## src/rtl/mem_arbiter_if.sv

```systemverilog
// One port of the memory arbiter. A requester drives req/we/addr/wdata and a
// responder returns rdata/ack; only the arbiter's client ports report err.
interface mem_arbiter_if;
    logic        req;
    logic [3:0]  we;
    logic [31:0] addr;
    logic [31:0] wdata;
    logic [31:0] rdata;
    logic        ack;
    logic        err;

    // The memory side has no error line; timeouts are detected by the arbiter.
    modport master (output req, we, addr, wdata, input rdata, ack);
    modport slave  (input req, we, addr, wdata, output rdata, ack, err);
endinterface

```

## src/rtl/mem_arbiter.sv

```systemverilog
// Two-port (core/debug) round-robin arbiter in front of a single memory port,
// with a per-transaction wait timeout that aborts with an err pulse.
module mem_arbiter #(
    parameter int TIMEOUT = 16
) (
    input  logic          clk,
    input  logic          reset,
    mem_arbiter_if.slave  c,
    mem_arbiter_if.slave  d,
    mem_arbiter_if.master m,
    output logic          busy,
    output logic          owner
);
    typedef enum logic {IDLE, BUSY} state_t;

    localparam logic [4:0] LAST_WAIT = 5'(TIMEOUT - 1);

    state_t     state;
    state_t     state_next;
    logic [4:0] wait_count;
    logic       grant;
    logic       grant_port;
    logic       finish_ack;
    logic       finish_err;
    logic       pulse_active;

    // A request seen during the ack/err cycle belongs to the finished transaction.
    assign pulse_active = c.ack | c.err | d.ack | d.err;
    assign busy         = (state == BUSY);
    assign m.req        = busy;

    always_ff @(posedge clk) begin
        if (reset) begin
            state <= IDLE;
        end else begin
            state <= state_next;
        end
    end

    always_comb begin
        state_next = state;
        grant      = 1'b0;
        grant_port = owner;
        finish_ack = 1'b0;
        finish_err = 1'b0;
        case (state)
            IDLE: begin
                if (!pulse_active && (c.req || d.req)) begin
                    grant      = 1'b1;
                    grant_port = (c.req && d.req) ? ~owner : d.req;
                    state_next = BUSY;
                end
            end
            BUSY: begin
                if (m.ack) begin
                    finish_ack = 1'b1;
                    state_next = IDLE;
                end else if (wait_count == LAST_WAIT) begin
                    finish_err = 1'b1;
                    state_next = IDLE;
                end
            end
            default: state_next = IDLE;
        endcase
    end

    // Owner starts at debug so the first contested grant goes to the core.
    always_ff @(posedge clk) begin
        if (reset) begin
            owner      <= 1'b1;
            wait_count <= '0;
            m.we       <= '0;
            m.addr     <= '0;
            m.wdata    <= '0;
            c.ack      <= 1'b0;
            c.err      <= 1'b0;
            c.rdata    <= '0;
            d.ack      <= 1'b0;
            d.err      <= 1'b0;
            d.rdata    <= '0;
        end else begin
            c.ack   <= finish_ack & ~owner;
            c.err   <= finish_err & ~owner;
            c.rdata <= (finish_ack && !owner) ? m.rdata : '0;
            d.ack   <= finish_ack & owner;
            d.err   <= finish_err & owner;
            d.rdata <= (finish_ack && owner) ? m.rdata : '0;
            if (grant) begin
                owner      <= grant_port;
                wait_count <= '0;
                m.we       <= grant_port ? d.we    : c.we;
                m.addr     <= grant_port ? d.addr  : c.addr;
                m.wdata    <= grant_port ? d.wdata : c.wdata;
            end else if (busy && !m.ack) begin
                wait_count <= wait_count + 5'd1;
            end
        end
    end
endmodule

```

## src/flat_wrapper.sv

```systemverilog
// flat-port wrapper written by rule: the top's interface ports become plain ports
module mem_arbiter_flat 
#(
    parameter int TIMEOUT = 16
)
  (clk, reset, busy, owner, c_req, c_we, c_addr, c_wdata, c_rdata, c_ack, c_err, d_req, d_we, d_addr, d_wdata, d_rdata, d_ack, d_err, m_req, m_we, m_addr, m_wdata, m_rdata, m_ack);
  mem_arbiter_if c_i ();
  mem_arbiter_if d_i ();
  mem_arbiter_if m_i ();
  input  logic clk;
  input  logic reset;
  output logic busy;
  output logic owner;
  input wire logic [$bits(c_i.req)-1:0] c_req;
  input wire logic [$bits(c_i.we)-1:0] c_we;
  input wire logic [$bits(c_i.addr)-1:0] c_addr;
  input wire logic [$bits(c_i.wdata)-1:0] c_wdata;
  output wire logic [$bits(c_i.rdata)-1:0] c_rdata;
  output wire logic [$bits(c_i.ack)-1:0] c_ack;
  output wire logic [$bits(c_i.err)-1:0] c_err;
  input wire logic [$bits(d_i.req)-1:0] d_req;
  input wire logic [$bits(d_i.we)-1:0] d_we;
  input wire logic [$bits(d_i.addr)-1:0] d_addr;
  input wire logic [$bits(d_i.wdata)-1:0] d_wdata;
  output wire logic [$bits(d_i.rdata)-1:0] d_rdata;
  output wire logic [$bits(d_i.ack)-1:0] d_ack;
  output wire logic [$bits(d_i.err)-1:0] d_err;
  output wire logic [$bits(m_i.req)-1:0] m_req;
  output wire logic [$bits(m_i.we)-1:0] m_we;
  output wire logic [$bits(m_i.addr)-1:0] m_addr;
  output wire logic [$bits(m_i.wdata)-1:0] m_wdata;
  input wire logic [$bits(m_i.rdata)-1:0] m_rdata;
  input wire logic [$bits(m_i.ack)-1:0] m_ack;
  assign c_i.req = c_req;
  assign c_i.we = c_we;
  assign c_i.addr = c_addr;
  assign c_i.wdata = c_wdata;
  assign c_rdata = c_i.rdata;
  assign c_ack = c_i.ack;
  assign c_err = c_i.err;
  assign d_i.req = d_req;
  assign d_i.we = d_we;
  assign d_i.addr = d_addr;
  assign d_i.wdata = d_wdata;
  assign d_rdata = d_i.rdata;
  assign d_ack = d_i.ack;
  assign d_err = d_i.err;
  assign m_req = m_i.req;
  assign m_we = m_i.we;
  assign m_addr = m_i.addr;
  assign m_wdata = m_i.wdata;
  assign m_i.rdata = m_rdata;
  assign m_i.ack = m_ack;
  mem_arbiter #(.TIMEOUT(TIMEOUT)) u_core (.clk(clk), .reset(reset), .c(c_i), .d(d_i), .m(m_i), .busy(busy), .owner(owner));
endmodule
```

## config.mk

```make
export PLATFORM = sky130hd
export DESIGN_NAME = mem_arbiter_flat
export DESIGN_NICKNAME = d
export VERILOG_FILES = /design/src/rtl/mem_arbiter_if.sv /design/src/rtl/mem_arbiter.sv /design/src/flat_wrapper.sv
export SDC_FILE = /design/constraint.sdc
export NUM_CORES = 1
export LEC_CHECK = 0
export ABC_AREA = 1
export CORE_UTILIZATION = 36
export DETAILED_ROUTE_END_ITERATION = 7
export PLACE_DENSITY = 0.84
export SLEW_MARGIN = 10
export SYNTH_ARGS = -nofsm -noshare
export SYNTH_HDL_FRONTEND = slang
export SYNTH_SLANG_ARGS = --single-unit
export TNS_END_PERCENT = 5
```

## constraint.sdc

```tcl
create_clock -name clk -period 1.28 [get_ports clk]
set_clock_uncertainty 0.1 [all_clocks]
set_input_delay 0.256 -clock clk [delete_from_list [all_inputs] [get_ports clk]]
set_output_delay 0.256 -clock clk [all_outputs]
set_load 0.02 [all_outputs]
```

### Word-level counts from Yosys, hierarchy flattened

Index checks and enable logic that the tools add are counted.

| word-level totals | value |
|---|---|
| bits in registers | 143 |
| output and inout port bits | 139 |
| input port bits | 173 |

| operators by class | value |
|---|---|
| eq/ne operators | 1 |
| add/subtract/negate cells | 1 |
| bitwise gates (word level) | 11 |
| reduce and logical (&&, ||, !) cells | 12 |
| multiplexer cells | 16 |

Operators with widths:

| operator | count |
|---|---|
| 32-bit 2-to-1 mux | 2 |
| 1-bit 2-to-1 mux | 12 |
| 2-bit OR reduction | 3 |
| 5-bit by 1-bit adder with 5-bit output, second input constant | 1 |
| 5-bit by 4-bit == test with 1-bit output, second input constant | 1 |
| 1-bit logical AND | 5 |
| 1-bit bitwise AND | 4 |
| 4-bit 2-to-1 mux | 1 |
| 1-bit inverter | 4 |
| 1-bit logical NOT | 3 |
| 1-bit OR | 3 |
| 1-bit case mux with 2 select lines | 1 |
| 1-bit logical OR | 1 |

### Logic depth before layout (Yosys ltp)

| depth | value |
|---|---|
| depth after elaboration | 8 |
| depth in mapped cells | 10 |
| mapped depth without buffers | 8 |

### Worst setup path after synthesis

Ideal clock, no wire load.

| path | value |
|---|---|
| path type | register to register |
| start | register u_core.c.ack |
| end | register u_core.m.addr[14] |
| clock period less this slack | 1.501 ns |
| path buffers | 2 |
| cell stages (with the launch flop) | 11 |
| slack | -0.221 ns |
| arrival | 1.288 ns |
| cells stage by stage | dfxtp_1 -> inv_1 -> nand2_1 -> nor2_1 -> nand2_4 -> nand2_2 -> buf_6 -> buf_4 -> nand3_1 -> nand3_1 -> nand2_1 |

| on the way | value |
|---|---|
| longest elaborated chain between the ends | 8 |

Ends and longest elaborated chain:

| what | RTL line | RTL |
|---|---|---|
| start, declared | mem_arbiter_if.sv:14 | `modport slave (input req, we, addr, wdata, output rdata, ack, err);` |
| 1-bit OR * (3 in a row) | mem_arbiter.sv:28 | `assign pulse_active = c.ack \| c.err \| d.ack \| d.err;` |
| 1-bit logical NOT * | mem_arbiter.sv:48 | `if (!pulse_active && (c.req \|\| d.req)) begin` |
| 1-bit logical AND * | mem_arbiter.sv:48 |  |
| 1-bit 2-to-1 mux | mem_arbiter.sv:48 |  |
| 1-bit 2-to-1 mux | mem_arbiter.sv:46 | `case (state)` |
| 32-bit 2-to-1 mux | mem_arbiter.sv:92 | `m.addr <= grant_port ? d.addr : c.addr;` |
| end, declared | mem_arbiter_if.sv:13 | `modport master (output req, we, addr, wdata, input rdata, ack);` |

Every way passes the cells marked *; elsewhere a longest branch is shown, timed or not.
A chain may end at the register's enable or synchronous reset.

### Worst setup path after layout

| path | value |
|---|---|
| start | register u_core.d.err |
| end | register u_core.m.addr[3] |

| on the way | value |
|---|---|
| longest elaborated chain between the ends | 6 |

Ends and longest elaborated chain:

| what | RTL line |
|---|---|
| start, declared | mem_arbiter_if.sv:14 |
| 1-bit OR * | mem_arbiter.sv:28 |
| 1-bit logical NOT * | mem_arbiter.sv:48 |
| 1-bit logical AND * | mem_arbiter.sv:48 |
| 1-bit 2-to-1 mux | mem_arbiter.sv:48 |
| 1-bit 2-to-1 mux | mem_arbiter.sv:46 |
| 32-bit 2-to-1 mux | mem_arbiter.sv:92 |

Marked as above.

==> results.py <==
metrics = {
    "outcome": {
        "outcome": "complete, but fails checks",
        "violations": "setup timing",
    },
    "flow_run": {
        "maxCapViolations": 0,
    },
    "layout": {
        "seq_area_um2": 2920,
        "multi_input_area_um2": 2270,
        "nFillCells": 1210,
        "syn2layout_area_growth_pct": 79.8,
        "drive_above_1_share_pct": 28.4,
        "nets": 1351,
        "fin_area_um2": 10600,
        "utilization_pct": 66.6,
        "antenna_cells": 0,
    },
    "critical_path": {
        "critical_path.top_delay_family": "simple AND/OR/NAND/NOR gates",
        "r2r_setup_slack_ns": -0.29,
        "path_buf_inv": 3,
        "worst-r2r-cell-count": 9,
        "critPathKind": "flip-flop to flip-flop",
        "reg2reg_to": "u_core.m.addr[3]",
        "cp.arrival_ns": 1.82,
        "critPathCaptureType": "flip-flop",
        "critPathMaxStageDelay_ns": 0.36,
        "timing.rr.start": "u_core.d.err",
        "path_cells": "inv_2, nand2_2, nor2_4, nand2_4, nor2_4, buf_6, buf_16, nand3_1, nand2_1",
        "critPathRequiredTime_ns": 1.53,
        "startpoint_type": "flip-flop",
        "crit_path_max_fanout": 8,
        "cpMaxStageDelayCell": "dfxtp_4",
        "cp_common_cell": "nor2_4",
    },
    "logic_synthesis": {
        "yosys.area.top_type": "dfxtp_1",
        "yosysMostFrequentCell": "nand3_1",
        "syn-cell-area_um2": 5880,
        "netlist_instances": 826,
        "yosys-top-cells-count": "206 x nand3_1, 178 x inv_1, 149 x nand2_1, 143 x dfxtp_1, 77 x nor2_1",
        "synth_top_area_share_pct": 48.7,
        "synthesis.nets": 1001,
        "yosysUniqueCellTypes": 20,
        "synth_area_per_cell_um2": 7.12,
        "ys_ff_latch": 143,
        "yosysWarnings": 0,
        "synthArstFlopShare_pct": 0,
        "synth_edf_count": 0,
        "ys.flop_type": "dfxtp_1",
        "synthTopCellsByArea": "dfxtp_1 49%, nand3_1 18%, inv_1 11%, nand2_1 9.5%, nor2_1 4.9%",
        "ys_seq_area_share_pct": 48.7,
    },
    "sta": {
        "fin_hold_ws_ns": 0.0567,
        "fmaxAchievable_ghz": 0.636,
        "timing.final.ws_setup_ns": -0.293,
        "rsz0062_at_grt": "yes",
        "maxSlewHeadroom_pct": 82.8,
        "post-route-min-period_ns": 1.57,
        "tightest_slew_ns": 0.258,
        "fin_crit_sh_pct": 123,
        "setup_tns_ns": -17.74,
        "finalSetupViolations": 82,
        "finalHoldViolations": 0,
        "finalMaxSlewViolations": 0,
    },
    "global_routing": {
        "grt_pass1_vias": 6306,
        "grt_first_pass_wirelength_um": 30900,
        "grtUsageTotal_pct": 23.8,
        "antenna_found_initial": 1,
        "gr-total-overflow": 0,
        "grt_max_degree": 36,
    },
    "cts": {
        "cts_max_level": 4,
        "worstSkewPairLatency_ns": 0.41,
        "clockBufferDepth": 2,
        "clkSinkCount": 143,
        "numCtsBuffers": 17,
        "root_buffer": "clkbuf_16",
        "clkSlewWorstSetupHoldPaths_ns": 0.06,
        "cts_tree": "built",
    },
    "hold_path": {
        "holdCritStartpoint": "reset",
        "hold_depth": 2,
        "hold_path_class": "input pin to flip-flop",
        "min_to": "u_core.c.ack",
    },
    "routing": {
        "post-route-drc-count": 0,
        "ant_nets": 0,
        "viasPerCell": 4.87,
        "drt_iter0_markers": 419,
        "routedWlPerCell_um": 16.5,
        "via_count": 6838,
        "dr.pass1.iters": 6,
        "wirelength_um": 23100,
    },
    "die": {
        "ioPinCount": 312,
        "core_um2": 15900,
        "dieHeight_um": 130,
        "num_rows": 46,
        "initial_core_util_pct": 37.0,
        "dieArea_um2": 16800,
        "die_w_um": 130,
    },
    "place": {
        "place_area_um2": 9460,
        "gp_congestion": 0.787,
        "port-buffer-count": 311,
        "dp_hpwl_um": 14400,
        "pre_cts_ws_ns": -0.689,
    },
    "pwr": {
        "peakVddDrop_mv": 1.00,
        "power.leakage_nw": 5.55,
        "power_density_nw_per_um2": 1310,
    },
}
-- flip-flops by register name, indices dropped and copies added, names as in the netlist, named ones only --
register,count
u_core.wait_count,5
u_core.c.err,1
u_core.d.err,1
u_core.d.ack,1
u_core.m.wdata,32
u_core.c.ack,1
u_core.c.rdata,32
u_core.busy,1
u_core.m.addr,32
u_core.d.rdata,32
u_core.m.we,4
-- worst reg2reg max path, delay by kind of cell (launching register included) --
kind / cells / cell delay (ns)
AND/OR/NAND/NOR: 6 / 0.67
flip-flops: 1 / 0.36
buffers and inverters: 3 / 0.38
-- routing by layer --
metal,up-vias,share of wire (%),track usage (%)
li1,3193,-,-
met1,3159,35,24.7
met2,414,51,43.2
met3,72,11,8.41
met4,0,3.5,10.3
met5,-,0,0
-- kinds of logic after synthesis --
group                    count (synthesis)  share of synthesized area (%)
AO/OA/AOI/OAI                            3                          0.255
AND/OR/NAND/NOR                        445                           33.6
buffers and inverters                  231                           16.8
flip-flops                             143                           48.7
XOR/XNOR                                 2                          0.298
adder cells (fa/ha/maj)                  2                          0.426
-- how the worst max path moves through the flow --
stage	slack, ns	endpoint	startpoint	cells past startpoint
final	-0.29	u_core.m.addr[3]	u_core.d.err	9
after global routing	-0.37	u_core.m.wdata[15]	u_core.d.err	9
after CTS	-0.25	u_core.m.wdata[25]	u_core.d.err	9
after detailed placement	-0.69	u_core.m.wdata[18]	d_req	10
after global placement	-0.68	u_core.m.addr[17]	d_req	10
after floorplan	-0.12	u_core.m.addr[14]	u_core.c.err	10
-- layout make-up --
class,count,area share (%)
multi-input combinational,452,21.5
tap,216,2.56
inverter,182,6.56
clock inverter,13,1.70
clock buffer,18,4.06
sequential,143,27.6
timing repair buffer,380,36.0
-- layout by cell type, fill, tap and decap left out, types with 3 or more instances in the layout --
master	Yosys	routed
dfxtp_1	143	106
inv_2	4	8
nand2_4	1	3
nor2_2	0	16
nand3_2	2	16
clkdlybuf4s50_1	0	169
nor2_1	77	58
nand2_2	3	5
bufinv_16	0	3
buf_4	10	75
inv_8	0	3
nand2_1	149	142
dfxtp_2	0	32
dfxtp_4	0	5
buf_16	0	3
nor3_1	4	3
inv_1	178	172
buf_8	0	5
nand3_1	206	190
buf_2	23	56
inv_6	0	4
nor2_4	1	4
buf_6	7	41
clkbuf_16	0	29
nand2_8	0	3
buf_12	0	16
-- through the flow --
| stage | instances | power, W |
|---|---|---|
| after global placement | 1348 | 0.00817 |
| final | 1404 | 0.0139 |
| after floorplan | 826 | 0.00659 |
| after CTS | 1386 | 0.0133 |
| after global routing | 1404 | 0.0144 |
| after detailed placement | 1348 | 0.00822 |
-- power breakdown --
group / internal (W) / total, W / switching, W
Clock: 0.00311 / 0.00514 / 0.00203
Combinational: 0.00183 / 0.00373 / 0.00190
Sequential: 0.00481 / 0.00500 / 0.000196
Total: 0.00975 / 0.0139 / 0.00413
-- repair_timing --
| item | CTS | global route |
|---|---|---|
| gates cloned | 3 | 15 |
| pin swaps | 4 | 11 |
| hold buffers | 0 | 0 |
| setup endpoints to repair | 262 | 208 |
| resized for setup | 642 | 150 |
| buffers inserted | 4 | 3 |
(Power assumes the default switching activity.)
==> RTL edit, RTL diff (same flow settings) <==
`TIMEOUT` is set to 16 in 2 places; all go to 8.
--- a/src/rtl/mem_arbiter.sv
+++ b/src/rtl/mem_arbiter.sv
@@ -2,5 +2,5 @@
 // with a per-transaction wait timeout that aborts with an err pulse.
 module mem_arbiter #(
-    parameter int TIMEOUT = 16
+    parameter int TIMEOUT = 8
 ) (
     input  logic          clk,
--- a/src/flat_wrapper.sv
+++ b/src/flat_wrapper.sv
@@ -2,5 +2,5 @@
 module mem_arbiter_flat 
 #(
-    parameter int TIMEOUT = 16
+    parameter int TIMEOUT = 8
 )
   (clk, reset, busy, owner, c_req, c_we, c_addr, c_wdata, c_rdata, c_ack, c_err, d_req, d_we, d_addr, d_wdata, d_rdata, d_ack, d_err, m_req, m_we, m_addr, m_wdata, m_rdata, m_ack);
Check against the original RTL: not equivalent (a bounded check fails within 10 cycles, from zero or initial values and one cycle with reset high).
==> RTL edit against the unedited design <==
The run still ends with setup timing left. Setup slack worse by 5.2 ps. Final area rose by 2.5%. First-iteration DRC count down 23%. Maximum frequency decreased by 0.33%. Total power rose by 4.1%. Sequential cell count unchanged. Sequential share of layout area decreased by 0.62 points. Area after synthesis grew 0.55%. Die area grew 0.55%. Wire length up 2.1%. Largest power group unchanged.
==> RTL edit: results (changes against the unedited design) <==
metric	value	unit	change
status	finished, violations left		
failing checks	setup timing		
Max Fanout on Critical Path	8		unchanged
slowest library cell on the worst path	dfxtp_4		
post-place instance area	9560	sq um	+1.1%
vias per cell	4.843		-0.55%
Worst-Skew Late Latency	410	ps	about the same
Top delay family on crit path	simple AND/OR/NAND/NOR gates		
Layout fillers	1230		+1.7%
DP HPWL	14.56	mm	+1.3%
Tot GR Track Use	0.2283		-0.009495
total CTS buffers	17		unchanged
syn_nets	1000		-0.10%
Adder-Cell Fraction of Synth Area	0.002116		-0.002140
sequential area share after synthesis	0.4842		-0.002679
vias in the first global route	6239		-1.1%
compound-gate portion of the synthesized area	0.002540		-0.00001405
Switching Share	0.2941		-0.003309
mux cell area share after synthesis	0		unchanged
# setup viols final	97		+18%
largest net degree at the start of global routing	40		+11%
first-pass GRT wire length	29.57	mm	-4.2%
final wirelength	23.60	mm	+2.1%
hold depth	2		unchanged
min-delay worst type	primary input to flip-flop		
Synth Instances	826		unchanged
depth of the worst register-to-register path	10		+1
Top FF cell, synth	dfxtp_1		
commonest cells in the netlist	nand3_1 (198), inv_1 (180), nand2_1 (150)		
Setup WS post-layout	-298.4	ps	-5.243 ps
DP Cell Count	1347		-0.074%
share of the synthesized area in the top cell type	0.4842		-0.002679
gp weighted congestion	0.8057		+2.4%
VDD IR max	0.001015	V	+1.2%
DR iter-0 viols	324		-23%
Reg clk slew, reported paths	60	ps	about the same
Synth Area in XOR/XNOR	0.002963		-0.00001639
IO Port Bufs	311		unchanged
YS warnings	0		unchanged
share of layout cells above drive strength 1	0.3052		+0.02151
Synth cell types	23		+15%
Detailed Routing Iterations Pass 1	5		-1
worst-margin pin slew	236.2	ps	-21.62 ps
leakage power	5.698	nW	+2.6%
H-tree depth	4		unchanged
DR WL/cell	16.71	microns	+1.5%
initial antenna violation count	0		-1
synth top area cells	dfxtp_1 (48%), nand3_1 (17%), inv_1 (11%)		
CP max stage delay	360	ps	about the same
# diodes	0		unchanged
==> RTL edit: changes by cell type after synthesis, sizes merged, moves of 2 or more <==
cell	before	now
clkbuf	9	11
buf	40	38
nor3b	0	2
or2	2	0
==> RTL edit: repair_timing <==
action                                  CTS  global route
cloned                                    0            19
endpoints found under the setup margin  243           202
gates resized for setup                 658           150
buffers inserted                          2            13
pin swaps                                 0            51
==> RTL edit: stage by stage <==
step	hold WS, ps	utilization	TNS, ps	total power, mW	worst slack (ps)
2_1_floorplan	215.4	-	-7115	6.622	-139.0
3_3_place_gp	335.8	0.5997	-64880	8.277	-627.4
3_5_place_dp	338.9	0.5997	-67790	8.330	-653.4
4_1_cts	266.9	0.6153	-14460	13.67	-266.9
5_1_grt	63.84	0.6796	-24680	14.98	-347.2
6_report	48.10	0.6796	-16730	14.45	-298.4
==> RTL edit: routing by layer <==
| metal | vias to the layer above | routed length [microns] | GRT usage |
|---|---|---|---|
| li1 | 3210 | - | - |
| met3 | 56 | 2574 | 0.08405 |
| met5 | - | 0 | 0 |
| met2 | 407 | 11510 | 0.4146 |
| met1 | 3166 | 8804 | 0.2334 |
| met4 | 0 | 710 | 0.1012 |
==> RTL edit: logic make-up (layout without fill, tap and decap cells) <==
| group | count (synthesis) | in the layout |
|---|---|---|
| and+or+nand+nor | 445 | 445 |
| buffers and inverters | 232 | 602 |
| DFF | 143 | 143 |
| AOI/OAI and AO/OA | 3 | 3 |
| xor gates and xnor gates | 2 | 2 |
| adders and majority gates | 1 | 1 |
==> RTL edit: power by group through the flow <==
stage | clock network, mW | logic, mW | registers (mW)
after detailed placement | 0 | 3.28 | 5.05
after global placement | 0 | 3.23 | 5.05
after floorplan | 0 | 1.17 | 5.45
after CTS | 5.52 | 3.17 | 4.98
final | 5.44 | 3.99 | 5.02
after global routing | 5.71 | 4.22 | 5.05
==> RTL edit: area by class of cell <==
class | count | area share
tap | 216 | 0.02495
multi-input combinational | 451 | 0.2207
clock inverter | 13 | 0.01848
timing repair buffer | 387 | 0.3601
inverter | 183 | 0.06479
clock buffer | 19 | 0.04088
sequential | 143 | 0.2701
==> RTL edit: worst paths after layout <==
check / startpoint / to / slack (ps)
max: u_core.busy$_SDFF_PP0_ / u_core.m.wdata[27]$_SDFFE_PP0P_ / -300
min: reset / u_core.c.ack$_SDFF_PP0_ / 50
max reg2reg: u_core.busy$_SDFF_PP0_ / u_core.m.wdata[27]$_SDFFE_PP0P_ / -300
min reg2reg: u_core.m.wdata[7]$_SDFFE_PP0P_ / u_core.m.wdata[7]$_SDFFE_PP0P_ / 350
==> RTL edit: worst reg2reg max path, delay by kind of cell, from the launching register on <==
| kind | cells | cell delay [ps] |
|---|---|---|
| DFF | 1 | 360 |
| and+or+nand+nor | 7 | 670 |
| buffers and inverters | 3 | 350 |
